File: src/rtl/pixel_stream_pkg.sv
// ============================================================================
// Module : pixel_stream_pkg
// Brief  : Shared types and defaults for the frame-to-UART pixel path.
//          FRAME_HEADER_EN adds the two header states to sched_state_t.
// Rev    : 1.0  initial release
// ============================================================================
`default_nettype none

package pixel_stream_pkg;

    localparam int                   C_PIXEL_W      = 12;
    localparam logic [C_PIXEL_W-1:0] C_SYNC_WORD    = 12'hABC;
    localparam int                   C_FRAME_PIXELS = 320 * 240;

    typedef enum logic [2:0] {
        ST_IDLE     = 3'd0,
`ifdef FRAME_HEADER_EN
        ST_HDR_SYNC = 3'd1,
        ST_HDR_CNT  = 3'd2,
`endif
        ST_FETCH    = 3'd3,
        ST_LOAD     = 3'd4,
        ST_SEND     = 3'd5,
        ST_DONE     = 3'd6
    } sched_state_t;

endpackage

`default_nettype wire

File: src/rtl/frame_addr_counter.sv
// ============================================================================
// Module : frame_addr_counter
// Brief  : Frame-buffer address register with clear, increment and last flag.
// Rev    : 1.0  initial release
// ============================================================================
`default_nettype none

module frame_addr_counter
    import pixel_stream_pkg::*;
#(
    parameter int ADDR_W       = 17,
    parameter int FRAME_PIXELS = C_FRAME_PIXELS
) (
    input  logic              clk,
    input  logic              rst,
    input  logic              i_clr,
    input  logic              i_inc,
    output logic [ADDR_W-1:0] o_addr,
    output logic              o_last
);

    localparam logic [ADDR_W-1:0] C_LAST_ADDR = ADDR_W'(FRAME_PIXELS - 1);

    logic [ADDR_W-1:0] r_addr;

    // Clear has priority so an abort on a mid-frame transfer rewinds to 0.
    always_ff @(posedge clk or posedge rst) begin
        if (rst) begin
            r_addr <= '0;
        end else if (i_clr) begin
            r_addr <= '0;
        end else if (i_inc) begin
            r_addr <= r_addr + 1'b1;
        end
    end

    assign o_addr = r_addr;
    assign o_last = (r_addr == C_LAST_ADDR);

endmodule

`default_nettype wire

File: src/rtl/pixel_frame_scheduler.sv
// ============================================================================
// Module : pixel_frame_scheduler
// Brief  : Streams one frame (or continuous frames) from the frame buffer to
//          send_pixel. Optional per-frame header: define FRAME_HEADER_EN.
// Rev    : 1.0  initial release
// ============================================================================
`default_nettype none

module pixel_frame_scheduler
    import pixel_stream_pkg::*;
#(
    parameter int                 IMAGE_WIDTH  = 320,
    parameter int                 IMAGE_HEIGHT = 240,
    parameter int                 PIXEL_W      = C_PIXEL_W,
    parameter int                 ADDR_W       = $clog2(IMAGE_WIDTH * IMAGE_HEIGHT),
    parameter logic [PIXEL_W-1:0] SYNC_WORD    = PIXEL_W'(C_SYNC_WORD)
) (
    input  logic               clk,
    input  logic               rst,
    input  logic               start,
    input  logic               continuous,
    input  logic               abort,
    output logic               rd_en,
    output logic [ADDR_W-1:0]  rd_addr,
    input  logic [PIXEL_W-1:0] rd_data,
    output logic [PIXEL_W-1:0] pixel,
    output logic               valid_out,
    input  logic               ready_in,
    output logic               busy,
    output logic               frame_done,
    output logic [7:0]         frames_sent
);

    localparam int C_FRAME_PIXELS_LOCAL = IMAGE_WIDTH * IMAGE_HEIGHT;

`ifdef FRAME_HEADER_EN
    localparam sched_state_t C_FIRST_STATE = ST_HDR_SYNC;
`else
    localparam sched_state_t C_FIRST_STATE = ST_FETCH;
`endif

    sched_state_t       r_state;
    sched_state_t       w_next;
    logic               r_abort;
    logic               r_valid_out;
    logic               r_busy;
    logic               r_frame_done;
    logic [7:0]         r_frames_sent;
    logic [PIXEL_W-1:0] r_pixel;
    logic               w_abort_req;
    logic               w_xfer;
    logic               w_last;
    logic               w_addr_clr;
    logic               w_addr_inc;

    // An abort raised in the very cycle it is honoured must still take effect.
    assign w_abort_req = r_abort | abort;
    assign w_xfer      = r_valid_out & ready_in;

    always_comb begin
        w_next = r_state;
        case (r_state)
            ST_IDLE: begin
                if (start && !abort) begin
                    w_next = C_FIRST_STATE;
                end
            end
`ifdef FRAME_HEADER_EN
            ST_HDR_SYNC: begin
                if (w_xfer) begin
                    w_next = w_abort_req ? ST_IDLE : ST_HDR_CNT;
                end
            end
            ST_HDR_CNT: begin
                if (w_xfer) begin
                    w_next = w_abort_req ? ST_IDLE : ST_FETCH;
                end
            end
`endif
            ST_FETCH: w_next = w_abort_req ? ST_IDLE : ST_LOAD;
            ST_LOAD:  w_next = ST_SEND;
            ST_SEND: begin
                if (w_xfer) begin
                    if (w_abort_req) begin
                        w_next = ST_IDLE;
                    end else if (w_last) begin
                        w_next = ST_DONE;
                    end else begin
                        w_next = ST_FETCH;
                    end
                end
            end
            ST_DONE: w_next = (w_abort_req || !continuous) ? ST_IDLE : C_FIRST_STATE;
            default: w_next = ST_IDLE;
        endcase
    end

    assign w_addr_clr = (w_next == ST_IDLE) || (r_state == ST_DONE);
    assign w_addr_inc = (r_state == ST_SEND) && w_xfer && !w_last;

    frame_addr_counter #(
        .ADDR_W       (ADDR_W),
        .FRAME_PIXELS (C_FRAME_PIXELS_LOCAL)
    ) u_addr (
        .clk    (clk),
        .rst    (rst),
        .i_clr  (w_addr_clr),
        .i_inc  (w_addr_inc),
        .o_addr (rd_addr),
        .o_last (w_last)
    );

    // Status outputs are registered from the next-state decode so they line up
    // with the state they describe.
    always_ff @(posedge clk or posedge rst) begin
        if (rst) begin
            r_state       <= ST_IDLE;
            r_abort       <= 1'b0;
            r_valid_out   <= 1'b0;
            r_busy        <= 1'b0;
            r_frame_done  <= 1'b0;
            r_frames_sent <= 8'd0;
            r_pixel       <= '0;
        end else begin
            r_state      <= w_next;
            r_busy       <= (w_next != ST_IDLE);
            r_frame_done <= (w_next == ST_DONE);
`ifdef FRAME_HEADER_EN
            r_valid_out  <= (w_next == ST_SEND) || (w_next == ST_HDR_SYNC) ||
                            (w_next == ST_HDR_CNT);
`else
            r_valid_out  <= (w_next == ST_SEND);
`endif
            if (w_next == ST_IDLE) begin
                r_abort <= 1'b0;
            end else if (abort) begin
                r_abort <= 1'b1;
            end
            if (w_next == ST_DONE) begin
                r_frames_sent <= r_frames_sent + 8'd1;
            end
            if (r_state == ST_LOAD) begin
                r_pixel <= rd_data;
            end
`ifdef FRAME_HEADER_EN
            else if (w_next == ST_HDR_SYNC && r_state != ST_HDR_SYNC) begin
                r_pixel <= SYNC_WORD;
            end else if (w_next == ST_HDR_CNT && r_state == ST_HDR_SYNC) begin
                r_pixel <= PIXEL_W'(r_frames_sent);
            end
`endif
        end
    end

    assign rd_en       = (r_state == ST_FETCH);
    assign pixel       = r_pixel;
    assign valid_out   = r_valid_out;
    assign busy        = r_busy;
    assign frame_done  = r_frame_done;
    assign frames_sent = r_frames_sent;

endmodule

`default_nettype wire

File: config.mk
export PLATFORM = sky130hd
export DESIGN_NAME = pixel_frame_scheduler
export DESIGN_NICKNAME = d
export VERILOG_FILES = /design/src/rtl/pixel_stream_pkg.sv /design/src/rtl/frame_addr_counter.sv /design/src/rtl/pixel_frame_scheduler.sv
export SDC_FILE = /design/constraint.sdc
export NUM_CORES = 1
export LEC_CHECK = 0
export BUFFER_PORTS_ARGS = -buffer_cell sky130_fd_sc_hd__buf_2
export CORE_MARGIN = 3
export CORE_UTILIZATION = 47
export CTS_CLUSTER_DIAMETER = 200
export DETAILED_ROUTE_END_ITERATION = 12
export GPL_TIMING_DRIVEN = 0
export PLACE_DENSITY = 0.76
export SETUP_SLACK_MARGIN = 0.1
export SLEW_MARGIN = 15
export SYNTH_ARGS = -nofsm -noshare
export SYNTH_HDL_FRONTEND = slang
export SYNTH_SLANG_ARGS = --single-unit
File: constraint.sdc
create_clock -name clk -period 1.6 [get_ports clk]
set_input_delay 0.16 -clock clk [delete_from_list [all_inputs] [get_ports clk]]
set_output_delay 0.16 -clock clk [all_outputs]
set_load 0.02 [all_outputs]
* Word-level counts from Yosys, hierarchy flattened
Index checks and enable logic that the tools add are counted.
** Storage, ports and cells
- Flip-flop bits (word level) :: 44
- Bits of input ports :: 18
- Output and inout bits :: 41
- Word-level logic and storage cells :: 43
** Operators by class
- $add $sub $neg :: 2
- Equal/unequal tests :: 7
- Multiplexer cells :: 11
- Bitwise operators :: 2
- Reduce and logical (&&, ||, !) cells :: 13
** Operators with widths (count)
- 17-bit two-way mux :: 2
- 17-bit by 1-bit adder with 17-bit output, second input constant :: 1
- 17-bit equality test, second input constant :: 1
- 3-bit equality test, second input constant :: 5
- 3-bit two-way mux :: 5
- 3-bit one-hot mux with 5 select lines :: 1
- 8-bit by 1-bit adder with 8-bit output, second input constant :: 1
- 3-bit zero test :: 2
- 2-bit nonzero test :: 2
- 3-bit by 2-bit equality test with 1-bit output, second input constant :: 1
- 1-bit logical AND :: 3
- 1-bit zero test :: 3
- 3-bit nonzero test :: 1
- 1-bit logical OR :: 2
- 1-bit two-way mux :: 2
- 2-bit two-way mux :: 1
- 1-bit AND :: 1
- 1-bit bitwise OR :: 1

* Longest topological paths before layout
Gate-level depths: netlist of the first run.
- Depth after elaboration :: 8
- Mapped depth :: 7
- Depth with buffers taken out :: 6

* Cells and area by module
A second synthesis of the first run with hierarchy kept.
** Unflattened totals
- Cell total of the unflattened synthesis :: 181
- Area, all modules :: 2144.6 µm²
** By module, submodules not included
- pixel_frame_scheduler :: instances 1, cells an instance 91, area each 1246.2 µm², seq. area each 675.6 µm²
- frame_addr_counter :: instances 1, cells an instance 90, area each 898.4 µm², seq. area each 425.4 µm²

* Worst setup path before layout of the first run
Ideal clock, no wire load.
- Kind :: register to register
- From :: register u_addr.r_addr[12], in the netlist u_addr.o_addr[12]
- To :: register u_addr.r_addr[1], in the netlist u_addr.o_addr[1]
- Setup time :: 119 ps
- Data arrival time :: 1708 ps
- Required time :: 1481 ps
- Slack :: -227 ps
- Cell stages (with the launch flop) :: 7
- Path buffers :: 1
- Clock period less this slack :: 1827 ps
- Path through :: dfrtp_1 and4bb_1 nand4_1 buf_2 o21ai_0 mux2i_1 nor2_1
** On the way
- Longest elaborated chain between the ends :: 8
- Elaborated cells between the ends (all ways) :: 11
- Classes of those cells :: eq/ne (1); mux (5); reduce/logical (5)
** Ends and longest elaborated chain
- from (decl) :: RTL line frame_addr_counter.sv:24 : logic [ADDR_W-1:0] r_addr;
- from (signal assigned) :: RTL line frame_addr_counter.sv:33 : r_addr <= r_addr + 1'b1;
- 17-bit equality test (*) :: RTL line frame_addr_counter.sv:38 : assign o_last = (r_addr == C_LAST_ADDR);
- 3-bit two-way mux :: RTL line pixel_frame_scheduler.sv:86 : end else if (w_last) begin
- 3-bit two-way mux :: RTL line pixel_frame_scheduler.sv:84 : if (w_abort_req) begin
- 3-bit two-way mux :: RTL line pixel_frame_scheduler.sv:83 : if (w_xfer) begin
- 3-bit one-hot mux with 5 select lines :: RTL line pixel_frame_scheduler.sv:62 : case (r_state)
- 3-bit zero test :: RTL line pixel_frame_scheduler.sv:98 : assign w_addr_clr = (w_next == ST_IDLE) || (r_state == ST_DONE);
- 1-bit logical OR :: RTL line pixel_frame_scheduler.sv:98
- 17-bit two-way mux or 2-bit nonzero test (tied branches)
Mark *: on every way between the ends. The rest lies on a longest branch, timed or not.
A chain may end at the register's enable or synchronous reset.

* Final worst setup path of the first run
- From :: register u_addr.r_addr[14], in the netlist u_addr.o_addr[14]
- To :: register u_addr.r_addr[2], in the netlist u_addr.o_addr[2]
** On the way
- Longest elaborated chain between the ends :: 8
- Elaborated cells between the ends (all ways) :: 11
- Classes of those cells :: eq/ne (1); mux (5); reduce/logical (5)
** Ends and longest elaborated chain
- 17-bit equality test (*) :: RTL line frame_addr_counter.sv:38
- 3-bit two-way mux (*) :: RTL line pixel_frame_scheduler.sv:86
- 3-bit two-way mux (*) :: RTL line pixel_frame_scheduler.sv:84
- 3-bit two-way mux (*) :: RTL line pixel_frame_scheduler.sv:83
- 3-bit one-hot mux with 5 select lines (*) :: RTL line pixel_frame_scheduler.sv:62
- named net w_next[2] :: RTL line pixel_frame_scheduler.sv:43 : sched_state_t w_next;
- 3-bit zero test (*) :: RTL line pixel_frame_scheduler.sv:98
- 1-bit logical OR (*) :: RTL line pixel_frame_scheduler.sv:98
- 17-bit two-way mux or 2-bit nonzero test (tied branches)
Mark *: on every way through the listed nets, which the timed path passes. The rest lies on a longest branch.

==> results of run 1 <==
-- state kept, by name, summed over array words and instances (netlist names) --
name / count
pixel: 12
r_state: 3
valid_out: 1
busy: 1
frames_sent: 8
r_abort: 1
frame_done: 1
u_addr.o_addr: 17
-- metrics by stage --
stage / cells / util / area, um^2
after CTS: 331 / 0.7421 / 3097
after global routing: 337 / 0.7796 / 3253
after detailed placement: 300 / 0.6069 / 2532
after global placement: 299 / 0.6003 / 2505
after floorplan: 191 / - / 2152
final: 337 / 0.7796 / 3253
-- power groups by stage --
stage | combinational (uW) | clock (uW) | sequential, uW
after floorplan | 471 | 0 | 1660
after global placement | 979 | 0 | 1440
after detailed placement | 1010 | 0 | 1460
after CTS | 1280 | 876 | 1450
after global routing | 1440 | 931 | 1490
final | 1370 | 875 | 1470
-- cell type report --
class	count	area [um^2]	share of cell area
Clock inverter	3	47.55	0.01462
Multi-Input combinational cell	139	1320	0.4058
Buffer	3	36.28	0.01115
Tap cell	50	62.56	0.01923
Timing Repair Buffer	89	589.3	0.1812
Clock buffer	5	68.82	0.02115
Inverter	4	15.01	0.004615
Sequential cell	44	1114	0.3423
-- worst max-delay path, delay by kind of cell (launching register included) --
family                 cells  cell delay [ps]
flip-flops                 1              410
AO/OA/AOI/OAI              3              580
AND/OR/NAND/NOR            2              560
buffers and inverters      1              170
-- repair_timing --
action                     CTS  global route
pin swaps                   21            17
gates resized for setup     58            28
setup buffers               21             7
setup endpoints to repair   38            39
hold buffers                 1             0
hold endpoints to repair    22             0
cloned                       1             0
-- worst min-delay path by stage --
stage,depth (start not counted),slack [ps],end
after floorplan,1,310,pixel[0]$_DFFE_PP0P_
after global placement,2,390,pixel[1]$_DFFE_PP0P_
after detailed placement,2,240,frames_sent[5]$_DFFE_PP0P_
after CTS,2,80,pixel[3]$_DFFE_PP0P_
after global routing,2,70,pixel[3]$_DFFE_PP0P_
final,2,80,pixel[8]$_DFFE_PP0P_
-- cells in the final DEF (no fill, tap or decap), types with 2 or more instances in the layout --
| master | instances |
|---|---|
| sky130_fd_sc_hd__buf_2 | 58 |
| sky130_fd_sc_hd__dfrtp_1 | 34 |
| sky130_fd_sc_hd__buf_4 | 22 |
| sky130_fd_sc_hd__nor2_4 | 13 |
| sky130_fd_sc_hd__mux2_2 | 13 |
| sky130_fd_sc_hd__xor2_1 | 12 |
| sky130_fd_sc_hd__dfrtp_2 | 10 |
| sky130_fd_sc_hd__nand2_1 | 9 |
| sky130_fd_sc_hd__nor2_1 | 7 |
| sky130_fd_sc_hd__nand4_1 | 7 |
| sky130_fd_sc_hd__nand3_1 | 7 |
| sky130_fd_sc_hd__buf_6 | 7 |
| sky130_fd_sc_hd__nor2_2 | 6 |
| sky130_fd_sc_hd__clkbuf_8 | 6 |
| sky130_fd_sc_hd__xnor2_1 | 5 |
| sky130_fd_sc_hd__nor4_4 | 4 |
| sky130_fd_sc_hd__o21ai_2 | 3 |
| sky130_fd_sc_hd__nand3_4 | 3 |
| sky130_fd_sc_hd__nand3_2 | 3 |
| sky130_fd_sc_hd__inv_1 | 3 |
| sky130_fd_sc_hd__xor2_2 | 3 |
| sky130_fd_sc_hd__a21oi_1 | 3 |
| sky130_fd_sc_hd__or2_2 | 2 |
| sky130_fd_sc_hd__and3_1 | 2 |
| sky130_fd_sc_hd__and2_4 | 2 |
| sky130_fd_sc_hd__and4_4 | 2 |
| sky130_fd_sc_hd__o21ai_0 | 2 |
| sky130_fd_sc_hd__or3_1 | 2 |
| sky130_fd_sc_hd__o2111ai_2 | 2 |
| sky130_fd_sc_hd__clkinv_4 | 2 |
| sky130_fd_sc_hd__buf_12 | 2 |
-- layer usage --
metal | GRT usage | routed length, um | part of all wire
met5 | 0 | 0 | 0
met1 | 0.2940 | 2624 | 0.40
met4 | 0.09836 | 170 | 0.026
met2 | 0.3635 | 3268 | 0.50
met3 | 0.05510 | 496 | 0.076
-- logic make-up after synthesis --
family	after synthesis	share of synthesized area
muxes	14	0.07370
and+or+nand+nor	82	0.2217
DFF	44	0.5189
AOI/OAI and AO/OA	20	0.06545
xor gates and xnor gates	21	0.08668
adders and majority gates	2	0.01179
buffers and inverters	8	0.02181
==> flow_metrics.env, run 1 <==
export IMPL_worst_setup_hold_path_clk_slew_ps=90
export IMPL_slew_limit_headroom=0.6363
export IMPL_r2r_slack_ps=-200
export IMPL_die_w_um=73.20
export IMPL_post_route_period_util=1.122
export IMPL_max_stage_delay_ps=410
export IMPL_detailed_route_iter0_violations=136
export IMPL_grt_start_max_net_pins=24
export IMPL_clock_tree_htree_level_count=2
export IMPL_drtAntennaViolNets=0
export IMPL_slew_viol_final=0
export IMPL_ff2ff_path_depth=6
export IMPL_row_cnt=23
export IMPL_grt_antenna_before_repair=0
export IMPL_ir_worst_vdd_uv=706.3
export IMPL_worst_endpoint_arrival_ps=2020
export IMPL_dr_pass1_iters=6
export IMPL_path_class="reg -> reg"
export IMPL_ioPinCount=59
export IMPL_sequentialPowerShare=0.395
export IMPL_cts_buffer_count=5
export IMPL_switching_power_uw=1323
export IMPL_grt_util_all_layers=0.2278
export IMPL_cts_tree="yes"
export IMPL_critPathCaptureType="flip-flop"
export IMPL_via_count_of_the_first_global_routing_pass=1840
export IMPL_grt_overflow_total=0
export IMPL_failed_checks="negative setup slack"
export IMPL_hpwlAfterDp_um=3424
export IMPL_remaining_routing_drc_violations=0
export IMPL_worst_setup_path_endpoint="u_addr.o_addr[2]$_DFFE_PP0P_"
export IMPL_achievable_frequency_mhz=556.8
export IMPL_start_util=0.5085
export IMPL_route_detailed_wl_per_inst_um=19.47
export IMPL_run_status="complete, but fails checks"
export IMPL_p_clk_frac=0.236
export IMPL_crit_path_max_fanout=6
export IMPL_number_of_failing_hold_endpoints_at_the_final_stage=0
export IMPL_yosysWarnings=0
export IMPL_timing_hold_worst_start="rd_data[8]"
export IMPL_max_clock_path_buffers=2
export IMPL_p_int_uw=2382
export IMPL_synthDominantCellAreaShare=0.5189
export IMPL_detailroute_via_count=1995
export IMPL_post_synthesis_net_count=211
export IMPL_timing_final_crit_period_ps=1796
export IMPL_postSynthCellCount=191
export IMPL_synth_seq_cells=44
export IMPL_synthesized_cell_area_um2=2122
export IMPL_num_nets_final=306
export IMPL_p_leak_uw=0.001484
export IMPL_crit_slowest_cell="sky130_fd_sc_hd__dfrtp_2"
export IMPL_worstMarginPinSlew_ps=544.8
export IMPL_sw_frac_of_total=0.3571
export IMPL_grt_first_pass_wirelength_um=9211
export IMPL_clk_insertion_delay_late_ps=300
export IMPL_synth_seq_area_share=0.5189
export IMPL_yosysMostFrequentCell="sky130_fd_sc_hd__dfrtp_1"
export IMPL_pwr_cell_area_nw_per_um2=1139
export IMPL_crit_path_cell_trace="and4bb_1 > nand4_1 > o31ai_4 > o22ai_4 > buf_12 > a21oi_2"
export IMPL_timing_setup_tns_ps=-3555
export IMPL_finalWirelength_um=6560
export IMPL_die_area_um2=5358
export IMPL_ys_async_sr_fraction=1.000
export IMPL_synthTopCellsByArea="sky130_fd_sc_hd__dfrtp_1, sky130_fd_sc_hd__mux2_2, sky130_fd_sc_hd__xor2_1, sky130_fd_sc_hd__nor2_1, sky130_fd_sc_hd__nand3_1"
export IMPL_critical_path_required_ps=1830
export IMPL_power_share_combinational=0.368
export IMPL_numClockSinks=44
export IMPL_final_critical_path_setup_slack_ps=-195.8
export IMPL_port_buffer_count=58
export IMPL_floorplan_die_height_um=73.20
export IMPL_netlist_top_cell_by_area="sky130_fd_sc_hd__dfrtp_1"
export IMPL_share_of_layout_cells_above_drive_strength_1=0.6307
export IMPL_post_drt_via_cell_ratio=5.920
export IMPL_average_footprint_of_a_synthesized_cell_um2=11.11
export IMPL_yosys_cell_types_count=44
export IMPL_max_cap_violations=0
export IMPL_synth_top_cells_by_count="sky130_fd_sc_hd__dfrtp_1, sky130_fd_sc_hd__nor2_1, sky130_fd_sc_hd__xor2_1"
export IMPL_fillerInstances=233
export IMPL_setup_viol_count_final=24
export IMPL_diodes=0
export IMPL_critical_path_startpoint_type="flip-flop"
export IMPL_worst_hold_slack_ps=79.95
export IMPL_rr_endpoint="u_addr.o_addr[2]$_DFFE_PP0P_"
export IMPL_timing_critical_path_from="u_addr.o_addr[14]$_DFFE_PP0P_"
export IMPL_layout_area_overhead_vs_synth_pct=53.30
export IMPL_power_uw=3706
export IMPL_ys_flop_type="sky130_fd_sc_hd__dfrtp_1"
export IMPL_crit_reg2reg_launch="u_addr.o_addr[14]$_DFFE_PP0P_"
export IMPL_routability_congestion=0.8042
export IMPL_grt_setup_unrepaired="yes"
export IMPL_timing_clock_skew_ps=10.59
export IMPL_edff_count_synth=0
export IMPL_worst_hold_check_path_type="in -> reg"
export IMPL_dp_slack_ps=-282.6
export IMPL_clock_tree_root_cell="sky130_fd_sc_hd__clkbuf_8"
export IMPL_coreArea_um2=4173
Power figures use the tool's default switching activity.
==> run 2, diff against run 1 <==
ABC_AREA = 1   (was unset)
CORE_UTILIZATION = 48   (was 47)
GPL_TIMING_DRIVEN = unset   (was 0)
clock period = 1.4 ns   (was 1.6 ns; I/O delays follow)
==> flow_metrics.env, run 2 <==
export IMPL_timing_clock_skew_ps=15.01
export IMPL_setup_viol_count_final=29
export IMPL_clock_tree_htree_level_count=2
export IMPL_num_nets_final=395
export IMPL_hpwlAfterDp_um=4068
export IMPL_worstHoldPathCells=2
export IMPL_grt_overflow_total=0
export IMPL_critical_path_required_ps=1590
export IMPL_grt_util_all_layers=0.2259
export IMPL_synthDominantCellAreaShare=0.4706
export IMPL_ys_async_sr_fraction=1.000
export IMPL_crit_reg2reg_launch="u_addr.o_addr[0]$_DFFE_PP0P_"
export IMPL_place_inst=415
export IMPL_timing_hold_worst_start="rd_data[7]"
export IMPL_via_count_of_the_first_global_routing_pass=2119
export IMPL_number_of_failing_hold_endpoints_at_the_final_stage=0
export IMPL_coreArea_um2=4534
export IMPL_ys_flop_type="sky130_fd_sc_hd__dfrtp_1"
export IMPL_fin_cells=441
export IMPL_postSynthCellCount=249
export IMPL_die_w_um=75.82
export IMPL_cts_tree="yes"
export IMPL_ir_worst_vdd_uv=653.2
export IMPL_timing_setup_tns_ps=-5541
export IMPL_post_synthesis_net_count=269
export IMPL_grt_antenna_before_repair=0
export IMPL_floorplan_die_height_um=75.82
export IMPL_dp_slack_ps=-246.4
export IMPL_ff2ff_path_depth=10
export IMPL_max_clock_path_buffers=2
export IMPL_row_cnt=24
export IMPL_worst_endpoint_arrival_ps=1860
export IMPL_largest_register_ff_count=17
export IMPL_timing_final_crit_period_ps=1671
export IMPL_run_status="complete, but fails checks"
export IMPL_most_frequent_cells_in_the_layout="sky130_fd_sc_hd__buf_2, sky130_fd_sc_hd__buf_4, sky130_fd_sc_hd__dfrtp_1"
export IMPL_grt_start_max_net_pins=45
export IMPL_achievable_frequency_mhz=598.3
export IMPL_post_drt_via_cell_ratio=5.066
export IMPL_failed_checks="negative setup slack"
export IMPL_post_route_period_util=1.194
export IMPL_p_leak_uw=0.001698
export IMPL_synthesized_cell_area_um2=2340
export IMPL_start_util=0.5160
export IMPL_yosysMostFrequentCell="sky130_fd_sc_hd__nand2_1"
export IMPL_detailed_route_iter0_violations=108
export IMPL_clock_tree_root_cell="sky130_fd_sc_hd__clkbuf_8"
export IMPL_netlist_top_cell_by_area="sky130_fd_sc_hd__dfrtp_1"
export IMPL_grt_setup_unrepaired="yes"
export IMPL_crit_path_max_fanout=4
export IMPL_synthTopCellsByArea="sky130_fd_sc_hd__dfrtp_1, sky130_fd_sc_hd__nand2_1, sky130_fd_sc_hd__mux2_2, sky130_fd_sc_hd__xor2_1, sky130_fd_sc_hd__inv_1"
export IMPL_route_detailed_wl_per_inst_um=15.00
export IMPL_numClockSinks=44
export IMPL_clk_insertion_delay_late_ps=300
export IMPL_ioPinCount=59
export IMPL_average_footprint_of_a_synthesized_cell_um2=9.397
export IMPL_slew_limit_headroom=0.7380
export IMPL_dr_pass1_iters=4
export IMPL_layout_area_overhead_vs_synth_pct=50.59
export IMPL_r2r_slack_ps=-270
export IMPL_synth_top_cells_by_count="sky130_fd_sc_hd__nand2_1, sky130_fd_sc_hd__dfrtp_1, sky130_fd_sc_hd__inv_1"
export IMPL_port_buffer_count=58
export IMPL_whs_endpoint="pixel[7]$_DFFE_PP0P_"
export IMPL_yosysWarnings=0
export IMPL_finalWirelength_um=6617
export IMPL_share_of_layout_cells_above_drive_strength_1=0.5638
export IMPL_diodes=0
export IMPL_critPathCaptureType="flip-flop"
export IMPL_die_area_um2=5748
export IMPL_grt_first_pass_wirelength_um=9625
export IMPL_max_cap_violations=0
export IMPL_layout_commonest_cell="sky130_fd_sc_hd__buf_2"
export IMPL_critical_path_startpoint_type="flip-flop"
export IMPL_path_class="reg -> reg"
export IMPL_pwr_cell_area_nw_per_um2=1360
export IMPL_power_uw=4791
export IMPL_slew_viol_final=0
export IMPL_synth_seq_cells=44
export IMPL_worstMarginPinSlew_ps=392.6
export IMPL_final_core_utilization=0.7770
export IMPL_synth_seq_area_share=0.4706
export IMPL_worst_hold_check_path_type="in -> reg"
export IMPL_detailroute_via_count=2234
export IMPL_worst_setup_hold_path_clk_slew_ps=100
export IMPL_drtAntennaViolNets=0
export IMPL_routability_congestion=0.8966
export IMPL_rr_endpoint="u_addr.o_addr[16]$_DFFE_PP0P_"
export IMPL_final_critical_path_setup_slack_ps=-271.4
export IMPL_edff_count_synth=0
export IMPL_cts_buffer_count=5
export IMPL_remaining_routing_drc_violations=0
export IMPL_yosys_cell_types_count=31
## run 2: cell types whose count changed after synthesis, sizes merged, moves of 4 or more
cell	before	now
and4	4	0
inv	4	32
nand2	9	55
nand3	13	18
nor2	26	39
nor3	3	8
xor2	15	11
## run 2: area by class of cell
type,instances,area [um^2]
multi-input cells,171,1264
flip-flops and latches,44,1105
fillers,291,1011
repair buffers,121,833.3
inverters,32,125.1
well taps,65,81.33
clock buffers,5,68.82
clock inverters,3,46.29
## run 2: how the worst max path moves through the flow
stage                     depth (start not counted)  slack (ps)                    startpoint                             to
after detailed placement                          9        -250  u_addr.o_addr[0]$_DFFE_PP0P_  u_addr.o_addr[10]$_DFFE_PP0P_
after global routing                             11        -360  u_addr.o_addr[0]$_DFFE_PP0P_  u_addr.o_addr[16]$_DFFE_PP0P_
after CTS                                        10        -250  u_addr.o_addr[0]$_DFFE_PP0P_     frames_sent[7]$_DFFE_PP0P_
after global placement                           10        -170  u_addr.o_addr[0]$_DFFE_PP0P_     frames_sent[7]$_DFFE_PP0P_
final                                            10        -270  u_addr.o_addr[0]$_DFFE_PP0P_  u_addr.o_addr[16]$_DFFE_PP0P_
after floorplan                                  10        -180  u_addr.o_addr[0]$_DFFE_PP0P_     frames_sent[7]$_DFFE_PP0P_
## run 2: worst max-delay path, stage by stage (launching register included)
cell and delay (ps):
sky130_fd_sc_hd__dfrtp_2 420, sky130_fd_sc_hd__ha_4 160, sky130_fd_sc_hd__nand3_4 80, sky130_fd_sc_hd__nor2_4 160
sky130_fd_sc_hd__nand2_2 80, sky130_fd_sc_hd__nor2_2 110, sky130_fd_sc_hd__nand3_1 130, sky130_fd_sc_hd__nor2_2 170
sky130_fd_sc_hd__nand3_1 120, sky130_fd_sc_hd__nand2_2 100, sky130_fd_sc_hd__nor2_4 30
## run 2: power by group
| group | leakage (uW) | internal [uW] | switching, uW |
|---|---|---|---|
| registers | 0.000570 | 1600 | 251 |
| logic | 0.00107 | 765 | 1170 |
| clock network | 0.0000548 | 538 | 468 |
| total | 0.00170 | 2900 | 1890 |
## run 2: what timing repair did
| item | in CTS | in global routing |
|---|---|---|
| resized for setup | 32 | 15 |
| pin swaps | 20 | 15 |
| gates cloned | 1 | 0 |
| hold buffers | 1 | 0 |
| endpoints found under the setup margin | 32 | 44 |
| buffers inserted | 7 | 9 |
| hold endpoints to repair | 44 | 0 |
## run 2: kinds of logic after synthesis
family	after synthesis	synth area share
adder cells (fa/ha/maj)	2	0.01069
buffers and inverters	35	0.06684
flip-flops	44	0.4706
XOR/XNOR	14	0.05241
AND/OR/NAND/NOR	133	0.3171
multiplexers	12	0.05775
AO/OA/AOI/OAI	9	0.02460
## run 2: metrics by stage
stage	cell area [um^2]	hold WS, ps
final	3523	74.96
after global routing	3523	66.83
after CTS	3386	59.49
after detailed placement	3065	215.1
after global placement	3065	194.4
after floorplan	2372	290.4
## run 2: layer usage
layer  vias up  part of all wire  GRT usage
met3        18             0.054    0.03298
met2        84              0.53     0.4211
li1       1056                 -          -
met5         -                 0          0
met4         0             0.023    0.09320
met1      1076              0.40     0.2537
